File: src/rtl/jtbubl_snd_pkg.sv
// Shared definitions for the sound mailbox: register offsets, status byte layout and NMI states.
package jtbubl_snd_pkg;

   typedef logic [7:0] byte_t;

   localparam logic [1:0] REG_CMD   = 2'd0;
   localparam logic [1:0] REG_STAT  = 2'd1;
   localparam logic [1:0] REG_REPLY = 2'd2;
   localparam logic [1:0] REG_NMI   = 2'd3;

   localparam int STAT_OVF   = 7;
   localparam int STAT_PEND  = 6;
   localparam int STAT_CNT_W = 3;

   typedef enum logic [1:0] {
      NMI_IDLE  = 2'd0,
      NMI_PULSE = 2'd1,
      NMI_WAIT  = 2'd2
   } nmi_st_e;

   // Unused status bits read back as 1 so the byte looks like an open-bus value around the count.
   function automatic byte_t status_byte(input logic ovf, input logic pend,
                                         input logic [STAT_CNT_W-1:0] cnt);
      byte_t s;
      s = 8'hFF;
      s[STAT_OVF]          = ovf;
      s[STAT_PEND]         = pend;
      s[STAT_CNT_W-1:0]    = cnt;
      return s;
   endfunction

endpackage

File: src/rtl/jtbubl_snd_mbox_if.sv
// Mailbox bus: main-CPU command/reply handshake plus the sound-CPU I/O access signals.
interface jtbubl_snd_mbox_if;
   import jtbubl_snd_pkg::*;

   byte_t      main_din;
   logic       main_wr;
   logic       main_full;
   logic       main_rd;
   byte_t      main_dout;
   logic       main_stb;
   logic       reply_pend;
   logic       io_cs;
   logic       rd_n;
   logic       wr_n;
   logic [1:0] addr;
   byte_t      cpu_dout;
   byte_t      io_dout;
   logic       nmi_n;

   modport master (
      output main_din, main_wr, main_rd, io_cs, rd_n, wr_n, addr, cpu_dout,
      input  main_full, main_dout, main_stb, reply_pend, io_dout, nmi_n
   );

   modport slave (
      input  main_din, main_wr, main_rd, io_cs, rd_n, wr_n, addr, cpu_dout,
      output main_full, main_dout, main_stb, reply_pend, io_dout, nmi_n
   );
endinterface

File: src/rtl/jtbubl_snd_fifo.sv
// Small synchronous FIFO; a pop frees a slot in the same clk so a push while full can still land.
module jtbubl_snd_fifo #(
   parameter int AW     = 2,
   parameter int DATA_W = 8
)(
   input  logic              clk,
   input  logic              rst_n,
   input  logic              push,
   input  logic              pop,
   input  logic [DATA_W-1:0] din,
   output logic [DATA_W-1:0] dout,
   output logic [AW:0]       count,
   output logic              full,
   output logic              empty
);
   logic [DATA_W-1:0] mem_q [2**AW];
   logic [AW-1:0]     wr_ptr_q, rd_ptr_q;
   logic [AW:0]       count_q, count_d;
   logic              push_ok, pop_ok;

   assign empty   = (count_q == '0);
   assign full    = (count_q == {1'b1, {AW{1'b0}}});
   assign pop_ok  = pop & ~empty;
   assign push_ok = push & (~full | pop_ok);
   assign count   = count_q;
   assign dout    = mem_q[rd_ptr_q];

   always_comb begin
      count_d = count_q + {{AW{1'b0}}, push_ok} - {{AW{1'b0}}, pop_ok};
   end

   always_ff @(posedge clk) begin
      if (push_ok) mem_q[wr_ptr_q] <= din;
   end

   always_ff @(posedge clk or negedge rst_n) begin
      if (!rst_n) begin
         wr_ptr_q <= '0;
         rd_ptr_q <= '0;
         count_q  <= '0;
      end else begin
         if (push_ok) wr_ptr_q <= wr_ptr_q + AW'(1);
         if (pop_ok)  rd_ptr_q <= rd_ptr_q + AW'(1);
         count_q <= count_d;
      end
   end
endmodule

File: src/rtl/jtbubl_snd_mbox.sv
// Main->sound command mailbox: access edge detection, register map, reply latch and NMI pulse FSM.
module jtbubl_snd_mbox
   import jtbubl_snd_pkg::*;
#(
   parameter int AW      = 2,
   parameter int NMI_LEN = 8
)(
   input  logic             snd_rstn,
   input  logic             clk,
   input  logic             cen3,
   jtbubl_snd_mbox_if.slave bus
);
   logic        rd_n_q, wr_n_q, rd_act_q, rd_pop_q;
   logic [1:0]  rd_addr_q;
   logic        ovf_q, reply_pend_q, main_stb_q, nmi_en_q, nmi_n_q;
   byte_t       io_dout_q, main_dout_q;
   logic [7:0]  nmi_tmr_q;
   nmi_st_e     nmi_st_q;

   logic        rd_start, rd_end, wr_start;
   logic        fifo_pop, fifo_full, fifo_empty, overflow;
   byte_t       fifo_head;
   logic [AW:0] fifo_count;

   // An access acts once: start on the strobe's falling edge, end when a tracked read releases rd_n.
   assign rd_start = bus.io_cs & ~bus.rd_n & rd_n_q;
   assign rd_end   = rd_act_q & bus.rd_n;
   assign wr_start = bus.io_cs & ~bus.wr_n & wr_n_q;
   assign fifo_pop = rd_end & rd_pop_q;
   assign overflow = bus.main_wr & fifo_full & ~fifo_pop;

   jtbubl_snd_fifo #(.AW(AW), .DATA_W(8)) u_fifo (
      .clk   (clk),
      .rst_n (snd_rstn),
      .push  (bus.main_wr),
      .pop   (fifo_pop),
      .din   (bus.main_din),
      .dout  (fifo_head),
      .count (fifo_count),
      .full  (fifo_full),
      .empty (fifo_empty)
   );

   always_ff @(posedge clk or negedge snd_rstn) begin
      if (!snd_rstn) begin
         rd_n_q       <= 1'b1;
         wr_n_q       <= 1'b1;
         rd_act_q     <= 1'b0;
         rd_pop_q     <= 1'b0;
         rd_addr_q    <= REG_CMD;
         io_dout_q    <= 8'hFF;
         main_dout_q  <= 8'h00;
         main_stb_q   <= 1'b0;
         reply_pend_q <= 1'b0;
         ovf_q        <= 1'b0;
         nmi_en_q     <= 1'b0;
      end else begin
         rd_n_q <= bus.rd_n;
         wr_n_q <= bus.wr_n;
         if (rd_start) begin
            rd_act_q  <= 1'b1;
            rd_addr_q <= bus.addr;
            rd_pop_q  <= 1'b0;
            case (bus.addr)
               REG_CMD: begin
                  // Pop is deferred to read end so io_dout stays stable for the whole access.
                  if (!fifo_empty) begin
                     io_dout_q <= fifo_head;
                     rd_pop_q  <= 1'b1;
                  end
               end
               REG_STAT: io_dout_q <= status_byte(ovf_q, reply_pend_q, STAT_CNT_W'(fifo_count));
               default:  io_dout_q <= 8'hFF;
            endcase
         end else if (rd_end) begin
            rd_act_q <= 1'b0;
            rd_pop_q <= 1'b0;
         end
         if (overflow)                            ovf_q <= 1'b1;
         else if (rd_end && rd_addr_q == REG_STAT) ovf_q <= 1'b0;
         main_stb_q <= 1'b0;
         if (wr_start && bus.addr == REG_REPLY) begin
            main_dout_q  <= bus.cpu_dout;
            reply_pend_q <= 1'b1;
            main_stb_q   <= 1'b1;
         end else if (bus.main_rd) begin
            reply_pend_q <= 1'b0;
         end
         if (wr_start && bus.addr == REG_NMI) nmi_en_q <= bus.cpu_dout[0];
      end
   end

   // WAIT holds nmi_n high until the Z80 consumes a command, so every pulse maps to one byte.
   always_ff @(posedge clk or negedge snd_rstn) begin
      if (!snd_rstn) begin
         nmi_st_q  <= NMI_IDLE;
         nmi_tmr_q <= 8'd0;
         nmi_n_q   <= 1'b1;
      end else begin
         case (nmi_st_q)
            NMI_IDLE: begin
               if (nmi_en_q && !fifo_empty) begin
                  nmi_st_q  <= NMI_PULSE;
                  nmi_tmr_q <= 8'(NMI_LEN);
                  nmi_n_q   <= 1'b0;
               end
            end
            NMI_PULSE: begin
               if (!nmi_en_q) begin
                  nmi_n_q  <= 1'b1;
                  nmi_st_q <= NMI_IDLE;
               end else if (cen3) begin
                  nmi_tmr_q <= nmi_tmr_q - 8'd1;
                  if (nmi_tmr_q == 8'd1) begin
                     nmi_n_q  <= 1'b1;
                     nmi_st_q <= NMI_WAIT;
                  end
               end
            end
            NMI_WAIT: begin
               if (fifo_pop || !nmi_en_q) nmi_st_q <= NMI_IDLE;
            end
            default: begin
               nmi_st_q <= NMI_IDLE;
               nmi_n_q  <= 1'b1;
            end
         endcase
      end
   end

   assign bus.main_full  = fifo_full;
   assign bus.main_dout  = main_dout_q;
   assign bus.main_stb   = main_stb_q;
   assign bus.reply_pend = reply_pend_q;
   assign bus.io_dout    = io_dout_q;
   assign bus.nmi_n      = nmi_n_q;
endmodule

File: src/flat_wrapper.sv
// flat-port wrapper written by rule: the top's interface ports become plain ports
module jtbubl_snd_mbox_flat import jtbubl_snd_pkg::*;
#(
   parameter int AW      = 2,
   parameter int NMI_LEN = 8
)
  (snd_rstn, clk, cen3, bus_main_din, bus_main_wr, bus_main_rd, bus_io_cs, bus_rd_n, bus_wr_n, bus_addr, bus_cpu_dout, bus_main_full, bus_main_dout, bus_main_stb, bus_reply_pend, bus_io_dout, bus_nmi_n);
  jtbubl_snd_mbox_if bus_i ();
  input  logic snd_rstn;
  input  logic clk;
  input  logic cen3;
  input wire logic [$bits(bus_i.main_din)-1:0] bus_main_din;
  input wire logic [$bits(bus_i.main_wr)-1:0] bus_main_wr;
  input wire logic [$bits(bus_i.main_rd)-1:0] bus_main_rd;
  input wire logic [$bits(bus_i.io_cs)-1:0] bus_io_cs;
  input wire logic [$bits(bus_i.rd_n)-1:0] bus_rd_n;
  input wire logic [$bits(bus_i.wr_n)-1:0] bus_wr_n;
  input wire logic [$bits(bus_i.addr)-1:0] bus_addr;
  input wire logic [$bits(bus_i.cpu_dout)-1:0] bus_cpu_dout;
  output wire logic [$bits(bus_i.main_full)-1:0] bus_main_full;
  output wire logic [$bits(bus_i.main_dout)-1:0] bus_main_dout;
  output wire logic [$bits(bus_i.main_stb)-1:0] bus_main_stb;
  output wire logic [$bits(bus_i.reply_pend)-1:0] bus_reply_pend;
  output wire logic [$bits(bus_i.io_dout)-1:0] bus_io_dout;
  output wire logic [$bits(bus_i.nmi_n)-1:0] bus_nmi_n;
  assign bus_i.main_din = bus_main_din;
  assign bus_i.main_wr = bus_main_wr;
  assign bus_i.main_rd = bus_main_rd;
  assign bus_i.io_cs = bus_io_cs;
  assign bus_i.rd_n = bus_rd_n;
  assign bus_i.wr_n = bus_wr_n;
  assign bus_i.addr = bus_addr;
  assign bus_i.cpu_dout = bus_cpu_dout;
  assign bus_main_full = bus_i.main_full;
  assign bus_main_dout = bus_i.main_dout;
  assign bus_main_stb = bus_i.main_stb;
  assign bus_reply_pend = bus_i.reply_pend;
  assign bus_io_dout = bus_i.io_dout;
  assign bus_nmi_n = bus_i.nmi_n;
  jtbubl_snd_mbox #(.AW(AW), .NMI_LEN(NMI_LEN)) u_core (.snd_rstn(snd_rstn), .clk(clk), .cen3(cen3), .bus(bus_i));
endmodule
File: config.mk
export PLATFORM = sky130hd
export DESIGN_NAME = jtbubl_snd_mbox_flat
export DESIGN_NICKNAME = d
export VERILOG_FILES = /design/src/rtl/jtbubl_snd_pkg.sv /design/src/rtl/jtbubl_snd_mbox_if.sv /design/src/rtl/jtbubl_snd_fifo.sv /design/src/rtl/jtbubl_snd_mbox.sv /design/src/flat_wrapper.sv
export SDC_FILE = /design/constraint.sdc
export NUM_CORES = 1
export LEC_CHECK = 0
export CORE_MARGIN = 8
export CORE_UTILIZATION = 35
export CTS_CLUSTER_DIAMETER = 50
export DETAILED_ROUTE_END_ITERATION = 10
export DONT_BUFFER_PORTS = 1
export GPL_TIMING_DRIVEN = 0
export PLACE_DENSITY_LB_ADDON = 0.2
export RECOVER_POWER = 50
export SYNTH_ARGS = -nofsm -noshare
export SYNTH_HDL_FRONTEND = slang
export SYNTH_HIERARCHICAL = 1
export SYNTH_SLANG_ARGS = --single-unit
File: constraint.sdc
create_clock -name clk -period 3 [get_ports clk]
set_input_delay 0.3 -clock clk [delete_from_list [all_inputs] [get_ports clk]]
set_output_delay 0.3 -clock clk [all_outputs]
set_load 0.1 [all_outputs]
# == Word-level counts from Yosys, hierarchy flattened ==
# Memories as Yosys holds them, arrays and structs flattened.
# Index checks and enable logic that the tools add are counted.
# totals
register_bits,44
latch_bits,0
memories,1
mem_bits_rw,32
word_cells,102
rom_bits,0
out_inout_bits,20
# mem_list
memory,depth,width,rd,rd_ports_with_merged_regs,wr,line_no,rtl
u_core.u_fifo.mem_q,4,8,1,0,1,jtbubl_snd_fifo.sv:16,logic [DATA_W-1:0] mem_q [2**AW];
# classes
n_mul,0
n_eq_ne,15
n_shift,0
n_addsub,5
bitwise,17
n_reduce_logical,18
div,0
order_cmp,0
n_mux,29
# op_table
operator,count
2-to-1 mux 8 bit,4
case mux 8 bit (2 select lines),2
2-to-1 mux 1 bit,16
AND reduction 4 bit,3
bitwise AND 1 bit,10
2-to-1 mux 2 bit,5
equality test 8 x 1 -> 1 bit (second input constant),1
nonzero test 2 bit,4
subtractor 8 x 1 -> 8 bit (second input constant),1
equality test 2 x 1 -> 1 bit (second input constant),3
equality test 2 bit (second input constant),3
!= test 2 x 1 -> 1 bit (second input constant),3
!= test 3 bit (second input constant),2
NOT 1 bit,6
case mux 2 bit (3 select lines),1
adder 2 x 1 -> 2 bit (second input constant),2
logical AND 1 bit,4
zero test 2 bit,2
!= test 2 bit (second input constant),2
adder 3 x 1 -> 3 bit,1
equality test 3 bit (second input constant),1
zero test 3 bit,1
case mux 1 bit (3 select lines),1
subtractor 3 x 1 -> 3 bit,1
4 further kinds,5

# == Logic depth before layout (Yosys ltp) ==
# depth
word_depth,7
depth_mapped,9

# == Hierarchy ==
# The synthesis kept the hierarchy.
# by_module_without_submodules
mod,n_inst,area_each_um2,cells_per_inst
jtbubl_snd_mbox,1,1705.4,147
jtbubl_snd_fifo,1,1577.8,77

# == Worst setup path before layout ==
# No wires, ideal clock.
# synth_path
kind,reg2reg
from,"register u_core.u_fifo.count_q[1], in the netlist u_core/u_fifo/count[1]"
to,"register u_core.u_fifo.count_q[2], in the netlist u_core/u_fifo/count[2]"
path_stages_with_launch,8
path_slack_ps,260
t_arrival_ps,2617
period_less_slack_ps,2740
cell_sequence,dfrtp_1 -> nor3b_4 -> a21boi_2 -> a21bo_1 -> ha_1 -> fa_1 -> xnor2_1 -> xnor2_1
# synth_between
elab_cells_between_ends,9
classes_between,add/sub (2); eq/ne (1); bitwise (5); reduce/logical (1)
# synth_lines
item,line_no,rtl
from (decl),jtbubl_snd_fifo.sv:18,"logic [AW:0] count_q, count_d;"
from (signal assigned),jtbubl_snd_fifo.sv:44,count_q <= count_d;
equality test 3 bit,jtbubl_snd_fifo.sv:22,"assign full = (count_q == {1'b1, {AW{1'b0}}});"
via bus_main_full,flat_wrapper.sv:20,output wire logic [$bits(bus_i.main_full)-1:0] bus_main_full;
NOT 1 bit,jtbubl_snd_fifo.sv:24,assign push_ok = push & (~full | pop_ok);
bitwise OR 1 bit,jtbubl_snd_fifo.sv:24,
bitwise AND 1 bit,jtbubl_snd_fifo.sv:24,
adder 3 x 1 -> 3 bit,jtbubl_snd_fifo.sv:29,"count_d = count_q + {{AW{1'b0}}, push_ok} - {{AW{1'b0}}, pop_ok};"
subtractor 3 x 1 -> 3 bit,jtbubl_snd_fifo.sv:29,
via u_core.u_fifo.count_d[2],jtbubl_snd_fifo.sv:18,
# The timed path passes the listed nets, and every way through them passes these cells.
# A chain may end at the register's enable or synchronous reset.

# == Worst setup path after layout ==
# layout_path
from,"register u_core.u_fifo.count_q[0], in the netlist u_core/u_fifo/count[0]"
to,"register u_core.u_fifo.count_q[2], in the netlist u_core/u_fifo/count[2]"
# The elaborated chain is that of the path after synthesis.

==> results.ini <==
[clock_tree]
ctsRootBufferMaster = clkbuf_8
clk_pin_slew_worst_paths_ns = 0.09
h-tree-depth = 3
cts_num_sinks = 76
numCtsBuffers = 9
clock_tree.buffer_depth = 2
tritoncts = yes
clkLatencyLatePin_ns = 0.35

[yosys]
post_synth_most_frequent_cells = dfrtp_1 (33), edfxtp_1 (32), nor2_1 (16), inv_1 (12)
yosys_warnings = 6
synthCells = 224
synth_seq_area_share = 0.6322
synth-seq-cells = 76
ys_dominant_reg_cell = dfrtp_1
synth-edff-count = 32
post_synth_main_area_contributors = edfxtp_1 (29%), dfrtp_1 (25%), dfstp_2 (8.8%)
synth_cell_types = 45
most_common_cell_in_the_synthesized_netlist = dfrtp_1
asyncSetResetFlopFracSynth = 0.5789
postSynthNetCount = 258
synthDominantCellAreaShare = 0.2927
cell_type_with_the_largest_total_area_after_synthesis = edfxtp_1
post_synth_instance_area_um2 = 3283
post_synth.cell_area_avg_um2 = 14.66

[drt]
drc_errors = 0
wire_per_inst_um = 17.82
dr.pass1.iters = 4
wl_um = 6344
num_vias = 1813
ant_nets = 0
via_per_inst = 5.093
number_of_violations_reported_at_the_end_of_detailed_routing_iteration_0 = 49

[timing]
part_of_the_cycle_the_worst_path_needs = 0.9169
finalSetupViolations = 0
hold_viol_final = 0
period_minus_slack_ns = 2.751
worst_hold_slack_ns = 0.03049
tns_ns = 0
max_clock_freq_mhz = 363.6
report.final.slew_viol_count = 45
slew_at_the_pin_closest_to_its_max_slew_limit_ns = 1.982
relSlewSlack = -0.3215
grt_setup_unrepaired = false
finalClockSkew_ns = 0.009386

[outcome]
failed_checks = capacitance limit, slew limit
outcome = finished with violations

[setup_path]
end_kind = flop
critPathRequiredTime_ns = 3.27
critical_path_class = flop to flop
crit_path_max_fanout = 5
cp_data_arrival_time_ns = 3.02
startpoint_type_of_the_worst_setup_path = flop

[hold_path]
timing.hold.worst.class = input port to flop

[pwr]
power.density_nw_per_um2 = 1019
p_leak_nw = 1.413
peakVddDrop_uv = 306.8

[global_route]
grt_util_all_layers = 0.1054
antenna_found_initial = 0
overflow = 0
grt_max_degree = 45
grt_pass1_vias = 1958
first_pass_grt_wire_length_um = 10290

[placement]
place.detailed.instances = 335
gp_congestion = 0.6917
placed_cell_area_um2 = 3422
port_buffers = 0
place_hpwl_um = 4439

[floorplan]
floorplan.initialDensity = 0.3587
design.die.area_um2 = 12740
rows = 35
top_level_ports = 46
design.core.area_um2 = 9153
die-width_um = 112.9
die_h_um = 112.9

[run]
cap_viol_max_count = 1

[finish]
utilization = 0.4029
final_design_area_no_fill_um2 = 3687
nets = 274
layout-drive-gt1-share = 0.2612
antennaDiodeCount = 0
syn_to_final_growth_pct = 12.31
fillerInstances = 873
finalNonFillerCells = 356

## flip-flops by register name (all words and copies together), names as in the netlist, 2 cells and up
name and count:
u_core/u_fifo/wr_ptr_q 2, u_core/bus.main_dout 8, u_core/nmi_st_q 2, u_core/u_fifo/rd_ptr_q 2
u_core/bus.io_dout 8, u_core/u_fifo/mem_q 32, u_core/rd_addr_q 2, u_core/nmi_tmr_q 8
u_core/u_fifo/count 3
## final timing paths
check                      slack, ns                    from  cells past startpoint                     end
max                             0.25  u_core/u_fifo/count[0]                      7  u_core/u_fifo/count[2]
min                             0.03                bus_rd_n                      1         u_core/rd_act_q
max reg2reg                     0.25  u_core/u_fifo/count[0]                      7  u_core/u_fifo/count[2]
min reg2reg                     0.49     u_core/rd_addr_q[0]                      2     u_core/rd_addr_q[0]
max in group asynchronous       0.55                snd_rstn                      2  u_core/u_fifo/count[2]
min in group asynchronous       1.14                snd_rstn                      2      u_core/nmi_st_q[0]
## report_power, final
group / switching [mW] / leakage [nW] / internal (mW) / total [mW]
Clock: 0.424 / 0.109 / 0.408 / 0.832
Sequential: 0.627 / 0.821 / 1.39 / 2.02
Combinational: 0.481 / 0.483 / 0.429 / 0.910
Total: 1.53 / 1.41 / 2.23 / 3.76
## metal layers
| layer | wire, um | part of all wire | up-vias | track usage |
|---|---|---|---|---|
| met3 | 380 | 0.060 | 8 | 0.04100 |
| met2 | 3170 | 0.50 | 32 | 0.1748 |
| met1 | 2710 | 0.43 | 924 | 0.1175 |
| li1 | - | - | 849 | - |
| met4 | 82 | 0.013 | 0 | 0.04885 |
| met5 | 0 | 0 | - | 0 |
## cell usage in the layout, fill, tap and decap left out, drive strengths merged, types with 7 or more instances in the layout
master / netlist / layout
mux4: 8 / 8
and2: 8 / 8
dfrtp: 33 / 33
buf: 6 / 7
edfxtp: 32 / 32
nand2: 9 / 9
ha: 7 / 7
a21oi: 11 / 11
clkbuf: 0 / 9
inv: 12 / 18
nor2: 18 / 18
a211oi: 8 / 8
xnor2: 9 / 9
dfstp: 11 / 11
mux2: 11 / 11
## logic make-up after synthesis
family | synth area share
DFF | 0.6322
and+or+nand+nor | 0.09832
AOI/OAI and AO/OA | 0.08994
muxes | 0.09375
buffers and inverters | 0.02629
xor gates and xnor gates | 0.02668
adders and majority gates | 0.03277
## cell type report
cell class / count / area [um^2] / area share
Multi-Input combinational cell: 130 / 1124 / 0.3047
Buffer: 6 / 41.29 / 0.01120
Tap cell: 111 / 138.9 / 0.03767
Clock inverter: 7 / 87.58 / 0.02375
Timing Repair Buffer: 5 / 50.05 / 0.01357
Inverter: 12 / 45.04 / 0.01222
Sequential cell: 76 / 2077 / 0.5633
Clock buffer: 9 / 123.9 / 0.03359
## worst max-delay path: stages, from the launching register on
cell and delay (ns):
dfrtp_1 0.46, nor3b_4 1.02, a21boi_4 0.09, a21bo_1 0.23
ha_1 0.19, fa_1 0.37, xnor2_1 0.18, xnor2_1 0.13
## timing repair
item / in CTS / in global routing
setup buffers: 0 / 1
hold buffers: 4 / 0
hold endpoints to repair: 46 / 0
resized for setup: 0 / 2
endpoints found under the setup margin: 0 / 1
## through the flow
step                      power (mW)  setup WS [ns]
final                          3.759         0.2494
after global routing           3.977        0.05157
after CTS                      3.821       0.008269
after detailed placement       2.953        0.03719
after global placement         2.924        0.05519
after floorplan                2.728         0.2598
(Power assumes the default switching activity.)
